==> config.mk <==
export PLATFORM = sky130hd
export DESIGN_NAME = nco_cnt_disp_gen
export DESIGN_NICKNAME = d
export VERILOG_FILES = /design/src/rtl/nco_cnt_disp_gen.sv
export SDC_FILE = /design/constraint.sdc
export NUM_CORES = 1
export LEC_CHECK = 0
export BUFFER_PORTS_ARGS = -buffer_cell sky130_fd_sc_hd__buf_2
export CORE_MARGIN = 4
export CORE_UTILIZATION = 53
export DETAILED_ROUTE_END_ITERATION = 10
export GPL_TIMING_DRIVEN = 0
export PLACE_DENSITY = 0.73
export SYNTH_ARGS = -nofsm -noshare
export SYNTH_HDL_FRONTEND = slang
export SYNTH_SLANG_ARGS = --single-unit
==> constraint.sdc <==
create_clock -name clk -period 2.91 [get_ports clk]
set_input_delay 0.4365 -clock clk [delete_from_list [all_inputs] [get_ports clk]]
set_output_delay 0.4365 -clock clk [all_outputs]
set_load 0.005 [all_outputs]
==> src/rtl/nco_cnt_disp_gen.sv <==
// Phase-accumulator NCO driving an N_DIG-digit BCD up/down counter with a multiplexed 7-segment scanner.
// Latency: o_tick one cycle after accumulator carry; o_cnt/o_wrap one cycle after the tick; segment outputs one cycle after index/count.
// Backpressure: none; free-running datapath, counter gated only by i_cnt_en and overridden by i_clr.
module nco_cnt_disp_gen #(
  parameter int N_DIG    = 6,
  parameter int NCO_W    = 32,
  parameter int SCAN_DIV = 50000
) (
  input  logic               clk,
  input  logic               rst_n,
  input  logic [NCO_W-1:0]   i_nco_num,
  input  logic               i_cnt_en,
  input  logic               i_up,
  input  logic               i_clr,
  input  logic               i_blank_lz,
  output logic               o_tick,
  output logic               o_wrap,
  output logic [4*N_DIG-1:0] o_cnt,
  output logic [6:0]         o_seg,
  output logic               o_seg_dp,
  output logic [N_DIG-1:0]   o_seg_enb
);

  localparam int IDX_W = (N_DIG > 1) ? $clog2(N_DIG) : 1;
  localparam int DIV_W = $clog2(SCAN_DIV);

  logic [NCO_W-1:0]   acc_q;
  logic [NCO_W:0]     acc_sum;
  logic               tick_q;
  logic [4*N_DIG-1:0] cnt_q, cnt_d;
  logic               roll_d;
  logic               wrap_q;
  logic [DIV_W-1:0]   div_q;
  logic [IDX_W-1:0]   idx_q;
  logic [IDX_W-1:0]   hi_nz;
  logic [3:0]         cur_dig;
  logic [6:0]         seg_q, seg_d;
  logic               dp_q, dp_d;
  logic [N_DIG-1:0]   enb_q, enb_d;

  // Segment pattern for one BCD digit, bit0 = segment a.
  function automatic logic [6:0] seg_decode(input logic [3:0] dig);
    case (dig)
      4'd0:    seg_decode = 7'h3F;
      4'd1:    seg_decode = 7'h06;
      4'd2:    seg_decode = 7'h5B;
      4'd3:    seg_decode = 7'h4F;
      4'd4:    seg_decode = 7'h66;
      4'd5:    seg_decode = 7'h6D;
      4'd6:    seg_decode = 7'h7D;
      4'd7:    seg_decode = 7'h07;
      4'd8:    seg_decode = 7'h7F;
      4'd9:    seg_decode = 7'h6F;
      default: seg_decode = 7'h00;
    endcase
  endfunction

  // Extra top bit of the sum is the carry out of the accumulator.
  assign acc_sum = {1'b0, acc_q} + {1'b0, i_nco_num};

  // Phase accumulator; the carry is registered as the tick pulse.
  always_ff @(posedge clk or negedge rst_n) begin
    if (!rst_n) begin
      acc_q  <= '0;
      tick_q <= 1'b0;
    end else begin
      acc_q  <= acc_sum[NCO_W-1:0];
      tick_q <= acc_sum[NCO_W];
    end
  end

  // Ripple BCD increment/decrement; carry surviving past the top digit means the count rolled over.
  always_comb begin
    logic carry;
    cnt_d = cnt_q;
    carry = 1'b1;
    for (int i = 0; i < N_DIG; i++) begin
      if (carry) begin
        if (i_up) begin
          if (cnt_q[4*i +: 4] == 4'd9) begin
            cnt_d[4*i +: 4] = 4'd0;
          end else begin
            cnt_d[4*i +: 4] = cnt_q[4*i +: 4] + 4'd1;
            carry = 1'b0;
          end
        end else begin
          if (cnt_q[4*i +: 4] == 4'd0) begin
            cnt_d[4*i +: 4] = 4'd9;
          end else begin
            cnt_d[4*i +: 4] = cnt_q[4*i +: 4] - 4'd1;
            carry = 1'b0;
          end
        end
      end
    end
    roll_d = carry;
  end

  // Counter state: clear wins over a tick, and the wrap flag only pulses on an actual rollover update.
  always_ff @(posedge clk or negedge rst_n) begin
    if (!rst_n) begin
      cnt_q  <= '0;
      wrap_q <= 1'b0;
    end else if (i_clr) begin
      cnt_q  <= '0;
      wrap_q <= 1'b0;
    end else if (tick_q && i_cnt_en) begin
      cnt_q  <= cnt_d;
      wrap_q <= roll_d;
    end else begin
      wrap_q <= 1'b0;
    end
  end

  // Scan timing: divider sets the slot length, index steps through the digits.
  always_ff @(posedge clk or negedge rst_n) begin
    if (!rst_n) begin
      div_q <= '0;
      idx_q <= '0;
    end else if (div_q == DIV_W'(SCAN_DIV - 1)) begin
      div_q <= '0;
      idx_q <= (idx_q == IDX_W'(N_DIG - 1)) ? '0 : idx_q + IDX_W'(1);
    end else begin
      div_q <= div_q + DIV_W'(1);
    end
  end

  // Select the scanned digit, find the most significant nonzero digit, and build next display outputs.
  always_comb begin
    hi_nz   = '0;
    cur_dig = 4'd0;
    enb_d   = '1;
    for (int i = 0; i < N_DIG; i++) begin
      if (cnt_q[4*i +: 4] != 4'd0) hi_nz = IDX_W'(i);
      if (idx_q == IDX_W'(i)) begin
        cur_dig  = cnt_q[4*i +: 4];
        enb_d[i] = 1'b0;
      end
    end
    // Digit 0 is never blanked since hi_nz is at least 0.
    seg_d = (i_blank_lz && (idx_q > hi_nz)) ? 7'h00 : seg_decode(cur_dig);
    dp_d  = (idx_q == '0) && !i_up;
  end

  // Registered display outputs, one cycle behind the scan index.
  always_ff @(posedge clk or negedge rst_n) begin
    if (!rst_n) begin
      seg_q <= '0;
      dp_q  <= 1'b0;
      enb_q <= '1;
    end else begin
      seg_q <= seg_d;
      dp_q  <= dp_d;
      enb_q <= enb_d;
    end
  end

  assign o_tick    = tick_q;
  assign o_wrap    = wrap_q;
  assign o_cnt     = cnt_q;
  assign o_seg     = seg_q;
  assign o_seg_dp  = dp_q;
  assign o_seg_enb = enb_q;

endmodule

=== Yosys cells after proc, flatten, opt, wreduce, memory -nomap -nowiden ===
Memories as Yosys holds them, arrays and structs flattened.
Cells that the tools add are included.

* Bits in registers: 91
* Memory bits (read-only): 112
* Input bits: 38
* Output and inout port bits: 40
* Word-level logic and storage cells: 140
* Memories: 1

{| class="wikitable"
|+ Memory list
! name !! words !! width !! rd ports !! clocked after memory_dff !! wr ports !! line !! text
|-
| (name not given) || 16 || 7 || 1 || 0 || 0 || 43 || <nowiki>case (dig)</nowiki>
|}

* $add $sub $neg: 15
* Order comparisons: 1
* Eq/ne operators: 12
* Multiplexer cells: 70
* Reduce and logical (&&, ||, !) cells: 27

{| class="wikitable"
|+ Operators by type and width
! kind !! number
|-
| 2-to-1 mux 4 bit || 29
|-
| 2-to-1 mux 24 bit || 2
|-
| adder 32 x 32 -> 33 bit || 1
|-
| 2-to-1 mux 1 bit || 32
|-
| adder 4 x 1 -> 4 bit (second input constant) || 6
|-
| == test 4 bit (second input constant) || 6
|-
| zero test 4 bit || 6
|-
| subtractor 4 x 1 -> 4 bit (second input constant) || 6
|-
| nonzero test 4 bit || 5
|-
| adder 16 x 1 -> 16 bit (second input constant) || 1
|-
| == test 16 bit (second input constant) || 1
|-
| 2-to-1 mux 16 bit || 1
|-
| 2-to-1 mux 3 bit || 4
|-
| nonzero test 2 bit || 6
|-
| AND reduction 2 bit || 5
|-
| 2-to-1 mux 7 bit || 1
|-
| == test 3 x 2 -> 1 bit (second input constant) || 2
|-
| == test 3 bit (second input constant) || 2
|-
| adder 3 x 1 -> 3 bit (second input constant) || 1
|-
| == test 3 x 1 -> 1 bit (second input constant) || 1
|-
| > comparator 3 bit || 1
|-
| logical AND 1 bit || 3
|-
| zero test 3 bit || 1
|-
| 2-to-1 mux 2 bit || 1
|-
| zero test 1 bit || 1
|}

=== Longest topological paths before layout ===
Gate-level depths: netlist of run 1.

* Depth in word-level cells: 10
* Depth in mapped cells: 13

=== Worst setup path after synthesis of run 1 ===
OpenSTA, ideal clock, no wires.

* Path type: register to register
* From: reg idx_q[1]
* To: reg seg_q[2], in the netlist o_seg[2]
* Data arrival time: 2.680 ns
* Setup slack: 0.146 ns
* Stages on the path, launching flop included: 12
* Buffers on the path: 2
* Period minus slack after synthesis: 2.764 ns
* Cells stage by stage: dfrtp_1 buf_1 and2_1 ha_1 clkbuf_1 nor2_1 a221oi_1 a21oi_1 mux2i_1 nand2_1 a21oi_1 a21boi_0

* Cells in the longest elaborated chain, start to end: 9

{| class="wikitable"
|+ RTL lines
! what !! line !! text
|-
| from (decl) || 34 || <nowiki>logic [IDX_W-1:0] idx_q;</nowiki>
|-
| from (signal assigned) || 122 || <nowiki>idx_q <= (idx_q == IDX_W'(N_DIG - 1)) ? '0 : idx_q + IDX_W'(1);</nowiki>
|-
| zero test 3 bit || 135 || <nowiki>if (idx_q == IDX_W'(i)) begin</nowiki>
|-
| 2-to-1 mux 4 bit (6 in series) || 135 ||
|-
| memory (16 x 7 bit) || -- ||
|-
| 2-to-1 mux 7 bit * || 141 || <nowiki>seg_d = (i_blank_lz && (idx_q > hi_nz)) ? 7'h00 : seg_decode(cur_dig);</nowiki>
|-
| net seg_d[2] || 37 || <nowiki>logic [6:0] seg_q, seg_d;</nowiki>
|-
| to (signal assigned) || 152 || <nowiki>seg_q <= seg_d;</nowiki>
|-
| to (decl) || 37 ||
|}

The timed path passes the listed nets; every way through them passes the cells marked *.
A chain may end at the register's enable or synchronous reset.

=== Final worst setup path of run 1 ===
* From: in i_up
* To: reg cnt_q[7], in the netlist o_cnt[7]

* Cells in the longest elaborated chain, start to end: 4

{| class="wikitable"
|+ RTL lines
! what !! line !! text
|-
| from (decl) || 13 || <nowiki>input logic i_up,</nowiki>
|-
| 2-to-1 mux 4 bit || 79 || <nowiki>if (i_up) begin</nowiki>
|-
| 2-to-1 mux 4 bit || 78 || <nowiki>if (carry) begin</nowiki>
|-
| 2-to-1 mux 24 bit || 107 || <nowiki>end else if (tick_q && i_cnt_en) begin</nowiki>
|-
| 2-to-1 mux 24 bit || 104 || <nowiki>end else if (i_clr) begin</nowiki>
|-
| to (signal assigned) || 108 || <nowiki>cnt_q <= cnt_d;</nowiki>
|-
| to (decl) || 30 || <nowiki>logic [4*N_DIG-1:0] cnt_q, cnt_d;</nowiki>
|}

Several ways; a longest one is shown, not always the timed one. The select of a mux whose other input is x is not followed.

==> load_flow_metrics.sql, run 1 <==
INSERT INTO impl_metrics (metric_group, metric, value, unit) VALUES
('floorplan', 'floorplan.die_area', '13400', 'sq um'),
('pwr', 'totalPowerFinal', '5.75', 'mW'),
('cells_and_area', 'area_growth_syn_to_layout', '16.7', '%'),
('placement', 'place.port_buffers', '76', ''),
('cells_and_area', 'commonest_cells_after_routing_fill_and_taps_aside', 'dfrtp_1, buf_2, nor2_1, o21ai_0, a21oi_1', ''),
('floorplan', 'die-height', '116', 'um'),
('run', 'max_cap_violations', '0', ''),
('yosys', 'synth.yosys.seq_area_share', '37.2', '%'),
('cells_and_area', 'layout.cells.non_filler', '947', ''),
('pwr', 'power_switching_share', '36.9', '%'),
('setup_path', 'critical_path.endpoint_type', 'flop', ''),
('pwr', 'p_sw', '2.12', 'mW'),
('pwr', 'vdd_ir_drop_max', '0.626', 'mV'),
('timing', 'max_freq', '360', 'MHz'),
('yosys', 'synthesis.area_per_instance', '8.64', 'sq um'),
('yosys', 'async_sr_flop_fraction', '100', '%'),
('global_routing', 'first_pass_grt_wire_length', '25500', 'um'),
('timing', 'period_minus_slack', '2780', 'ps'),
('timing', 'timing.final.ws_setup', '134', 'ps'),
('pwr', 'power_frac_seq', '29.8', '%'),
('routing', 'drt_first_iter_violations', '580', ''),
('timing', 'finalCritPeriodShare', '95.4', '%'),
('setup_path', 'critical_path_required', '3180', 'ps'),
('routing', 'detail-route-antenna-nets', '0', ''),
('setup_path', 'worst-path-max-fanout', '10', ''),
('timing', 'hold_ws', '309', 'ps'),
('clocking', 'clock_tree_from_tritoncts', 'built', ''),
('cells_and_area', 'fill_cells', '968', ''),
('yosys', 'synth_seq_cells', '91', ''),
('timing', 'worst_slew_pin_slew', '669', 'ps'),
('pwr', 'p_clk_share', '24.2', '%'),
('clocking', 'cts_made_buffers', '9', ''),
('setup_path', 'startpoint_type', 'input port', ''),
('cells_and_area', 'fraction_of_layout_instances_using_a_drive_strength_above_1', '17.0', '%'),
('floorplan', 'floorplan.initialDensity', '54.0', '%'),
('cells_and_area', 'layout.cells.most_common', 'dfrtp_1', ''),
('cells_and_area', 'multi_input_comb_area', '3640', 'sq um'),
('global_routing', 'antenna_found_initial', '0', ''),
('yosys', 'synth_flop_type', 'dfrtp_1', ''),
('floorplan', 'floorplan.die.width', '116', 'um'),
('setup_path', 'critical_path_arrival', '3050', 'ps'),
('routing', 'finalWirelength', '15200', 'um'),
('routing', 'total_number_of_vias', '5663', ''),
('global_routing', 'first_global_vias', '5336', ''),
('placement', 'post-place-cells', '931', ''),
('cells_and_area', 'diodes', '0', ''),
('hold_path', 'min_path_type', 'in2reg', ''),
('clocking', 'ctsLongestPathBuffers', '2', ''),
('yosys', 'synthDistinctLibCells', '60', ''),
('cells_and_area', 'seqCellArea', '2290', 'sq um'),
('yosys', 'syn_inst', '711', ''),
('floorplan', 'core_rows', '39', ''),
('setup_path', 'worst-setup-path-type', 'in2reg', ''),
('routing', 'viasPerCell', '5.98', ''),
('clocking', 'cts_sink_count', '91', ''),
('placement', 'place_ws', '-399', 'ps'),
('timing', 'worst_clock_skew', '13.0', 'ps'),
('clocking', 'clock_latency', '360', 'ps'),
('global_routing', 'globalRouteOverflowTotal', '0', ''),
('floorplan', 'io-pin-count', '78', ''),
('timing', 'slew_violations', '0', ''),
('timing', 'finalSetupViolations', '0', ''),
('pwr', 'power_per_cell_area', '801', 'nW/um^2'),
('global_routing', 'grt_max_degree', '71', ''),
('placement', 'place_area', '6730', 'sq um'),
('floorplan', 'fp.coreArea', '11400', 'sq um'),
('cells_and_area', 'finish.instance_area', '7170', 'sq um'),
('pwr', 'internal_power', '3.62', 'mW'),
('status', 'outcome', 'complete, no violations', ''),
('clocking', 'cts_htree_levels', '3', ''),
('placement', 'post-dp-hpwl', '10800', 'um');
critical path, cell delays in order:
cell and delay (ps):
buf_2 130, clkbuf_1 420, clkbuf_1 480, buf_1 520, clkbuf_1 580, o21ai_0 240
a31oi_1 220
synth_stat cells, drive strengths merged (8+ instances only):
library cell / n / area share (%)
a21oi: 58 / 4.7
and3: 10 / 1.0
nand3: 41 / 3.5
o21ai: 60 / 4.9
mux2i: 11 / 1.8
inv: 33 / 2.0
dfrtp: 85 / 35
a21o: 15 / 1.8
nor2: 57 / 3.5
xnor2: 33 / 4.7
nor3: 24 / 2.0
xor2: 20 / 2.9
clkbuf: 36 / 2.2
ha: 42 / 8.6
nand2: 48 / 2.9
nor2b: 8 / 0.81
or3: 11 / 1.2
a31oi: 10 / 1.0
and2: 9 / 0.92
a211oi: 8 / 0.98
area by class of cell:
class	instances	share of cell area, %
clock buffers	9	3.14
inverters	33	1.73
clock inverters	7	1.71
repair buffers	81	6.18
plain buffers	36	2.11
multi-input cells	547	50.7
well taps	143	2.50
flip-flops and latches	91	31.9
sequential cells by signal (all words and copies together) (netlist names):
name       cells
o_cnt         24
idx_q          3
o_wrap         1
o_seg_enb      6
o_seg_dp       1
o_tick         1
acc_q         32
o_seg          7
div_q         16
worst paths after layout:
kind	start	end	slack, ps	cells past startpoint
worst max-delay path	i_up	o_cnt[7]$_DFFE_PN0P_	130	7
worst min-delay path	i_nco_num[0]	acc_q[0]$_DFF_PN0_	310	2
worst max register to register	o_cnt[0]$_DFFE_PN0P_	o_cnt[22]$_DFFE_PN0P_	140	10
worst min register to register	div_q[0]$_DFF_PN0_	div_q[0]$_DFF_PN0_	460	1
max in group asynchronous	rst_n	o_seg_enb[3]$_DFF_PN1_	1690	3
min in group asynchronous	rst_n	acc_q[16]$_DFF_PN0_	540	2
per-layer routing:
metal,wire (um),global-route usage [%],vias to the layer above
li1,-,-,2721
met2,6880,36.3,221
met1,7030,33.7,2687
met5,0,0,-
met3,997,3.76,34
met4,325,9.20,0
cells by family (layout without fill, tap and decap cells):
| group | after synthesis | count (layout) | synth area share, % |
|---|---|---|---|
| buffers and inverters | 73 | 166 | 4.54 |
| flip-flops | 91 | 91 | 37.2 |
| AND/OR/NAND/NOR | 239 | 239 | 19.4 |
| multiplexers | 16 | 16 | 2.71 |
| AO/OA/AOI/OAI | 196 | 196 | 19.7 |
| XOR/XNOR | 53 | 53 | 7.56 |
| adder cells (fa/ha/maj) | 43 | 43 | 8.88 |
power by group through the flow:
stage          combinational [mW]  clock [mW]  sequential (mW)
2_1_floorplan                1.99           0             1.71
3_3_place_gp                 2.45           0             1.73
3_5_place_dp                 2.53           0             1.74
4_1_cts                      2.57        1.41             1.72
5_1_grt                      2.99        1.47             1.75
6_report                     2.64        1.39             1.71
per-stage QoR:
stage               TNS, ps  util (%)
floorplan                 0         -
global placement      -2230      58.9
detailed placement    -2750      59.2
CTS                       0      62.5
global route          -28.3      63.1
finish                    0      63.1
what timing repair did:
action	CTS	global route
hold endpoints to repair	21	0
setup endpoints to repair	8	17
resized for setup	6	25
pin swaps	0	2
setup buffers	0	3
hold buffers	1	0
No activity file was read; power rests on OpenSTA's default activity.
==> run 2: changes to the inputs <==
CORE_UTILIZATION = 59   (was 53)
PLACE_DENSITY = 0.77   (was 0.73)
clock period = 2.6 ns   (was 2.91 ns; I/O delays follow)
==> load_flow_metrics.sql, run 2 (synthesized netlist as in run 1, its figures left out) <==
INSERT INTO impl_metrics (metric_group, metric, value, unit) VALUES
('clocking', 'clock_latency', '380', 'ps'),
('cells_and_area', 'max_flop_register', 'acc_q', ''),
('setup_path', 'critical_path_arrival', '2790', 'ps'),
('cells_and_area', 'layout.cells.non_filler', '945', ''),
('floorplan', 'die-height', '110', 'um'),
('routing', 'finalWirelength', '15500', 'um'),
('timing', 'finalCritPeriodShare', '98.6', '%'),
('clocking', 'ctsRootBufferMaster', 'clkbuf_8', ''),
('timing', 'worst_clock_skew', '16.8', 'ps'),
('pwr', 'totalPowerFinal', '6.19', 'mW'),
('timing', 'max_freq', '390', 'MHz'),
('placement', 'place.port_buffers', '76', ''),
('setup_path', 'worst-setup-path-type', 'reg2reg', ''),
('floorplan', 'floorplan.die.width', '110', 'um'),
('run', 'max_cap_violations', '0', ''),
('timing', 'unrepaired_setup_endpoints_after_global_routing', 'true', ''),
('placement', 'gp_routability_congestion', '0.904', ''),
('pwr', 'power_per_cell_area', '850', 'nW/um^2'),
('hold_path', 'worst_hold_startpoint', 'i_nco_num[0]', ''),
('cells_and_area', 'area_growth_syn_to_layout', '18.6', '%'),
('routing', 'drt_drc_violations_left', '0', ''),
('status', 'outcome', 'complete, no violations', ''),
('clocking', 'clk_transition_reported_paths', '90', 'ps'),
('setup_path', 'critical_path_required', '2830', 'ps'),
('global_routing', 'globalRouteOverflowTotal', '0', ''),
('hold_path', 'hold_path_end', 'acc_q[0]$_DFF_PN0_', ''),
('floorplan', 'floorplan.die_area', '12100', 'sq um'),
('timing', 'slew_violations', '0', ''),
('timing', 'finalSetupViolations', '0', ''),
('routing', 'firstDrtPassIters', '6', ''),
('cells_and_area', 'largest_register_ff_count', '32', ''),
('floorplan', 'core_rows', '36', ''),
('hold_path', 'timing.hold.worst_path_depth', '2', ''),
('timing', 'period_minus_slack', '2560', 'ps'),
('timing', 'worst_slew_pin_slew', '619', 'ps'),
('routing', 'drt-wirelength-per-cell', '16.4', 'um'),
('timing', 'timing.max_slew.rel_slack', '58.7', '%'),
('cells_and_area', 'commonest_cells_after_routing_fill_and_taps_aside', 'dfrtp_1, buf_2, o21ai_0, nor2_1, a21oi_1', ''),
('clocking', 'cts_sink_count', '91', ''),
('floorplan', 'fp.coreArea', '9950', 'sq um'),
('setup_path', 'regToRegSetupSlack', '40', 'ps'),
('setup_path', 'worst-path-max-fanout', '7', ''),
('clocking', 'cts_htree_levels', '3', ''),
('routing', 'detail-route-antenna-nets', '0', ''),
('hold_path', 'min_path_type', 'in2reg', ''),
('setup_path', 'critical_path.endpoint_type', 'flop', ''),
('cells_and_area', 'finalNetCount', '888', ''),
('floorplan', 'floorplan.initialDensity', '61.7', '%'),
('timing', 'hold_ws', '241', 'ps'),
('clocking', 'ctsLongestPathBuffers', '2', ''),
('setup_path', 'length_in_cells_of_the_worst_reg_to_reg_path', '9', ''),
('floorplan', 'io-pin-count', '78', ''),
('global_routing', 'grt.total_usage', '25.8', '%'),
('global_routing', 'grt_max_degree', '57', ''),
('placement', 'post-place-cells', '921', ''),
('setup_path', 'r2r_end', 'o_cnt[23]$_DFFE_PN0P_', ''),
('placement', 'post-dp-hpwl', '10900', 'um'),
('setup_path', 'timing.rr.start', 'o_cnt[3]$_DFFE_PN0P_', ''),
('global_routing', 'antenna_found_initial', '0', ''),
('global_routing', 'first_pass_grt_wire_length', '24900', 'um'),
('setup_path', 'startpoint_type', 'flop', ''),
('clocking', 'clock_tree_from_tritoncts', 'built', ''),
('timing', 'timing.setup.tns', '0', 'ps'),
('global_routing', 'first_global_vias', '5333', ''),
('routing', 'drt_first_iter_violations', '586', ''),
('clocking', 'cts_made_buffers', '9', ''),
('pwr', 'cellLeakagePower', '3.17', 'nW'),
('cells_and_area', 'layout.cells.most_common', 'dfrtp_1', ''),
('routing', 'total_number_of_vias', '5749', ''),
('cells_and_area', 'diodes', '0', ''),
('timing', 'finalHoldViolations', '0', ''),
('cells_and_area', 'fraction_of_layout_instances_using_a_drive_strength_above_1', '22.4', '%'),
('routing', 'viasPerCell', '6.08', ''),
('pwr', 'vdd_ir_drop_max', '0.732', 'mV');
==> run 2: critical path, cell delays in order (launching register included) <==
cell and delay (ps):
dfrtp_2 410, or3_4 370, a2111oi_4 360, and3_1 240, buf_6 120, nand3_4 70, or3_4 420, buf_4 160
o21ai_0 160, a31oi_1 100
==> run 2: repair_timing <==
action,4_1_cts,5_1_grt
setup buffers,8,5
gates resized for setup,31,53
endpoints found under the setup margin,18,25
hold buffers,1,0
hold endpoints to repair,31,0
pin swaps,7,14
==> run 2: layer usage <==
metal  track usage [%]  up-vias  part of all wire (%)
met1              37.0     2714                    45
met3              3.84       45                   7.0
met5                 0        -                     0
met4              10.4        0                   2.2
met2              39.2      259                    46
li1                  -     2731                     -
==> run 2: worst max path at each step <==
stage                               start               endpoint  slack (ps)  cells past startpoint
CTS                 o_cnt[22]$_DFFE_PN0P_     o_seg[2]$_DFF_PN0_         -30                     10
detailed placement                   i_up  o_cnt[22]$_DFFE_PN0P_        -500                     11
global route           acc_q[2]$_DFF_PN0_    acc_q[27]$_DFF_PN0_         -40                     10
floorplan            o_cnt[3]$_DFFE_PN0P_  o_cnt[22]$_DFFE_PN0P_         0.3                      9
finish               o_cnt[3]$_DFFE_PN0P_  o_cnt[23]$_DFFE_PN0P_          40                      9
global placement                     i_up  o_cnt[22]$_DFFE_PN0P_        -460                     11
==> run 2: through the flow <==
step | area [sq um] | worst slack [ps] | util, %
3_5_place_dp | 6720 | -500 | 67.5
3_3_place_gp | 6690 | -458 | 67.2
4_1_cts | 7070 | -26.5 | 71.1
6_report | 7280 | 35.7 | 73.2
2_1_floorplan | 6150 | 0.314 | -
5_1_grt | 7280 | -44.8 | 73.2
==> run 2: report_power, final <==
group | leakage [nW] | switching (mW) | internal [mW] | total [mW]
sequential | 1.12 | 0.140 | 1.78 | 1.92
clock | 0.0885 | 0.539 | 0.445 | 0.983
combinational | 1.96 | 1.80 | 1.48 | 3.29
total | 3.17 | 2.48 | 3.71 | 6.19
==> run 2: area by class of cell <==
class,instances,area [sq um]
Timing Repair Buffer,91,518
Clock buffer,10,128
Fill cell,767,2670
Buffer,34,156
Inverter,33,124
Tap cell,133,166
Sequential cell,91,2290
Multi-Input combinational cell,547,3840
Clock inverter,6,66.3
==> run 3: changes to the inputs <==
CORE_UTILIZATION = 64   (was 59)
PLACE_DENSITY = 0.83   (was 0.77)
clock period = 3.15 ns   (was 2.6 ns; I/O delays follow)
==> load_flow_metrics.sql, run 3 (synthesized netlist as in run 1, its figures left out) <==
INSERT INTO impl_metrics (metric_group, metric, value, unit) VALUES
('clocking', 'clock_tree_from_tritoncts', 'built', ''),
('timing', 'period_minus_slack', '2970', 'ps'),
('pwr', 'vdd_ir_drop_max', '0.474', 'mV'),
('cells_and_area', 'fraction_of_layout_instances_using_a_drive_strength_above_1', '14.8', '%'),
('clocking', 'ctsLongestPathBuffers', '2', ''),
('routing', 'viasPerCell', '6.08', ''),
('timing', 'worst_clock_skew', '16.5', 'ps'),
('cells_and_area', 'largest_register_ff_count', '32', ''),
('timing', 'slew_violations', '0', ''),
('timing', 'timing.setup.tns', '0', 'ps'),
('floorplan', 'fp.coreArea', '9280', 'sq um'),
('pwr', 'cellLeakagePower', '3.05', 'nW'),
('cells_and_area', 'fill_cells', '726', ''),
('timing', 'worst_slew_pin_slew', '848', 'ps'),
('placement', 'post-place-cells', '917', ''),
('clocking', 'cts_sink_count', '91', ''),
('cells_and_area', 'area_growth_syn_to_layout', '13.0', '%'),
('cells_and_area', 'layout.cells.non_filler', '932', ''),
('status', 'outcome', 'complete, no violations', ''),
('floorplan', 'die-height', '106', 'um'),
('timing', 'finalCritPeriodShare', '94.2', '%'),
('routing', 'finalWirelength', '14900', 'um'),
('global_routing', 'grt_max_degree', '70', ''),
('setup_path', 'startpoint_type', 'flop', ''),
('setup_path', 'r2r_end', 'o_cnt[22]$_DFFE_PN0P_', ''),
('cells_and_area', 'layout.cells.most_common', 'dfrtp_1', ''),
('hold_path', 'min_path_type', 'in2reg', ''),
('clocking', 'clk_transition_reported_paths', '110', 'ps'),
('placement', 'place.port_buffers', '76', ''),
('cells_and_area', 'commonest_cells_after_routing_fill_and_taps_aside', 'dfrtp_1, buf_2, o21ai_0, a21oi_1, nor2_1', ''),
('timing', 'unrepaired_setup_endpoints_after_global_routing', 'false', ''),
('floorplan', 'io-pin-count', '78', ''),
('global_routing', 'grt.total_usage', '27.0', '%'),
('pwr', 'totalPowerFinal', '4.82', 'mW'),
('setup_path', 'critical_path.endpoint_type', 'flop', ''),
('placement', 'place_area', '6710', 'sq um'),
('setup_path', 'regToRegSetupSlack', '180', 'ps'),
('clocking', 'cts_htree_levels', '3', ''),
('placement', 'place_ws', '-176', 'ps'),
('cells_and_area', 'diodes', '0', ''),
('routing', 'total_number_of_vias', '5663', ''),
('global_routing', 'globalRouteOverflowTotal', '0', ''),
('global_routing', 'first_pass_grt_wire_length', '24900', 'um'),
('floorplan', 'core_rows', '35', ''),
('hold_path', 'worst_hold_startpoint', 'i_nco_num[0]', ''),
('cells_and_area', 'finish.instance_area', '6940', 'sq um'),
('routing', 'drt-wirelength-per-cell', '16.0', 'um'),
('setup_path', 'length_in_cells_of_the_worst_reg_to_reg_path', '10', ''),
('run', 'max_cap_violations', '0', ''),
('cells_and_area', 'fin_util', '74.7', '%'),
('floorplan', 'floorplan.die.width', '106', 'um'),
('routing', 'detail-route-antenna-nets', '0', ''),
('timing', 'finalHoldViolations', '0', ''),
('timing', 'timing.final.ws_setup', '184', 'ps'),
('hold_path', 'timing.hold.worst_path_depth', '2', ''),
('floorplan', 'floorplan.die_area', '11200', 'sq um'),
('timing', 'max_freq', '337', 'MHz'),
('timing', 'hold_ws', '323', 'ps'),
('setup_path', 'timing.rr.start', 'o_cnt[4]$_DFFE_PN0P_', ''),
('clocking', 'clock_latency', '370', 'ps'),
('setup_path', 'worst-setup-path-type', 'reg2reg', ''),
('clocking', 'ctsRootBufferMaster', 'clkbuf_8', ''),
('setup_path', 'critical_path_required', '3440', 'ps'),
('cells_and_area', 'finalNetCount', '879', ''),
('setup_path', 'worst-path-max-fanout', '10', ''),
('floorplan', 'floorplan.initialDensity', '66.2', '%'),
('global_routing', 'first_global_vias', '5331', ''),
('routing', 'drt_drc_violations_left', '0', ''),
('hold_path', 'hold_path_end', 'acc_q[0]$_DFF_PN0_', ''),
('placement', 'post-dp-hpwl', '10700', 'um'),
('global_routing', 'antenna_found_initial', '0', ''),
('pwr', 'power_per_cell_area', '695', 'nW/um^2'),
('timing', 'timing.max_slew.rel_slack', '42.0', '%'),
('timing', 'finalSetupViolations', '0', ''),
('routing', 'drt_first_iter_violations', '519', ''),
('clocking', 'cts_setup_buffers', '0', ''),
('clocking', 'cts_made_buffers', '9', ''),
('routing', 'firstDrtPassIters', '6', ''),
('placement', 'gp_routability_congestion', '0.930', ''),
('cells_and_area', 'max_flop_register', 'acc_q', ''),
('setup_path', 'critical_path_arrival', '3260', 'ps');
==> run 3: changes by cell type in the layout (fill, tap and decap cells not counted), moves of 4 or more <==
cell	delta
dfrtp_2	-4
clkbuf_1	+11
a21oi_1	+5
dfrtp_1	+4
o21ai_0	+5
buf_4	-14
ha_1	+7
ha_2	-4
a21oi_2	-5
==> run 3: per-layer routing <==
metal,wire length [um],vias up,track usage [%]
li1,-,2713,-
met1,6660,2670,38.2
met2,6930,246,43.3
met3,1020,34,3.83
met4,309,0,8.70
met5,0,-,0
==> run 3: area by class of cell <==
cell class                 count  area, sq um  area share [%]
multi-input combinational    547         3600            51.9
sequential                    91         2280            32.9
timing repair buffer          78          420            6.06
tap                          129          161            2.33
buffer                        38          149            2.15
clock buffer                  10          128            1.84
inverter                      33          124            1.79
clock inverter                 6         71.3            1.03
==> run 3: critical path, cell delays in order (launching register included) <==
cell and delay, ps:
dfrtp_1 390, clkbuf_1 370, nand3_1 130, a211oi_1 390, and3_1 250, buf_4 170, nand3_4 140, or3_1 370
buf_2 180, or3_1 360, a21oi_1 150
==> run 3: how the worst max path moves through the flow <==
| stage | end | start | slack [ps] | depth (start not counted) |
|---|---|---|---|---|
| 4_1_cts | o_seg[6]$_DFF_PN0_ | idx_q[1]$_DFFE_PN0N_ | 9 | 12 |
| 2_1_floorplan | o_seg[2]$_DFF_PN0_ | idx_q[1]$_DFFE_PN0N_ | 390 | 11 |
| 6_report | o_cnt[22]$_DFFE_PN0P_ | o_cnt[4]$_DFFE_PN0P_ | 180 | 10 |
| 3_3_place_gp | o_seg[2]$_DFF_PN0_ | idx_q[1]$_DFFE_PN0N_ | -70 | 11 |
| 3_5_place_dp | o_seg[2]$_DFF_PN0_ | idx_q[1]$_DFFE_PN0N_ | -180 | 11 |
| 5_1_grt | o_cnt[22]$_DFFE_PN0P_ | o_cnt[0]$_DFFE_PN0P_ | 4 | 10 |
==> run 3: report_power, final <==
part	leakage, nW	total, mW	switching [mW]	internal [mW]
Combinational	1.83	2.40	1.34	1.06
Sequential	1.13	1.58	0.111	1.47
Clock	0.0935	0.837	0.462	0.375
==> run 3: repair_timing <==
item,in CTS,in global routing
setup endpoints to repair,7,7
hold buffers,1,0
pin swaps,0,0
hold endpoints to repair,15,0
resized for setup,4,1
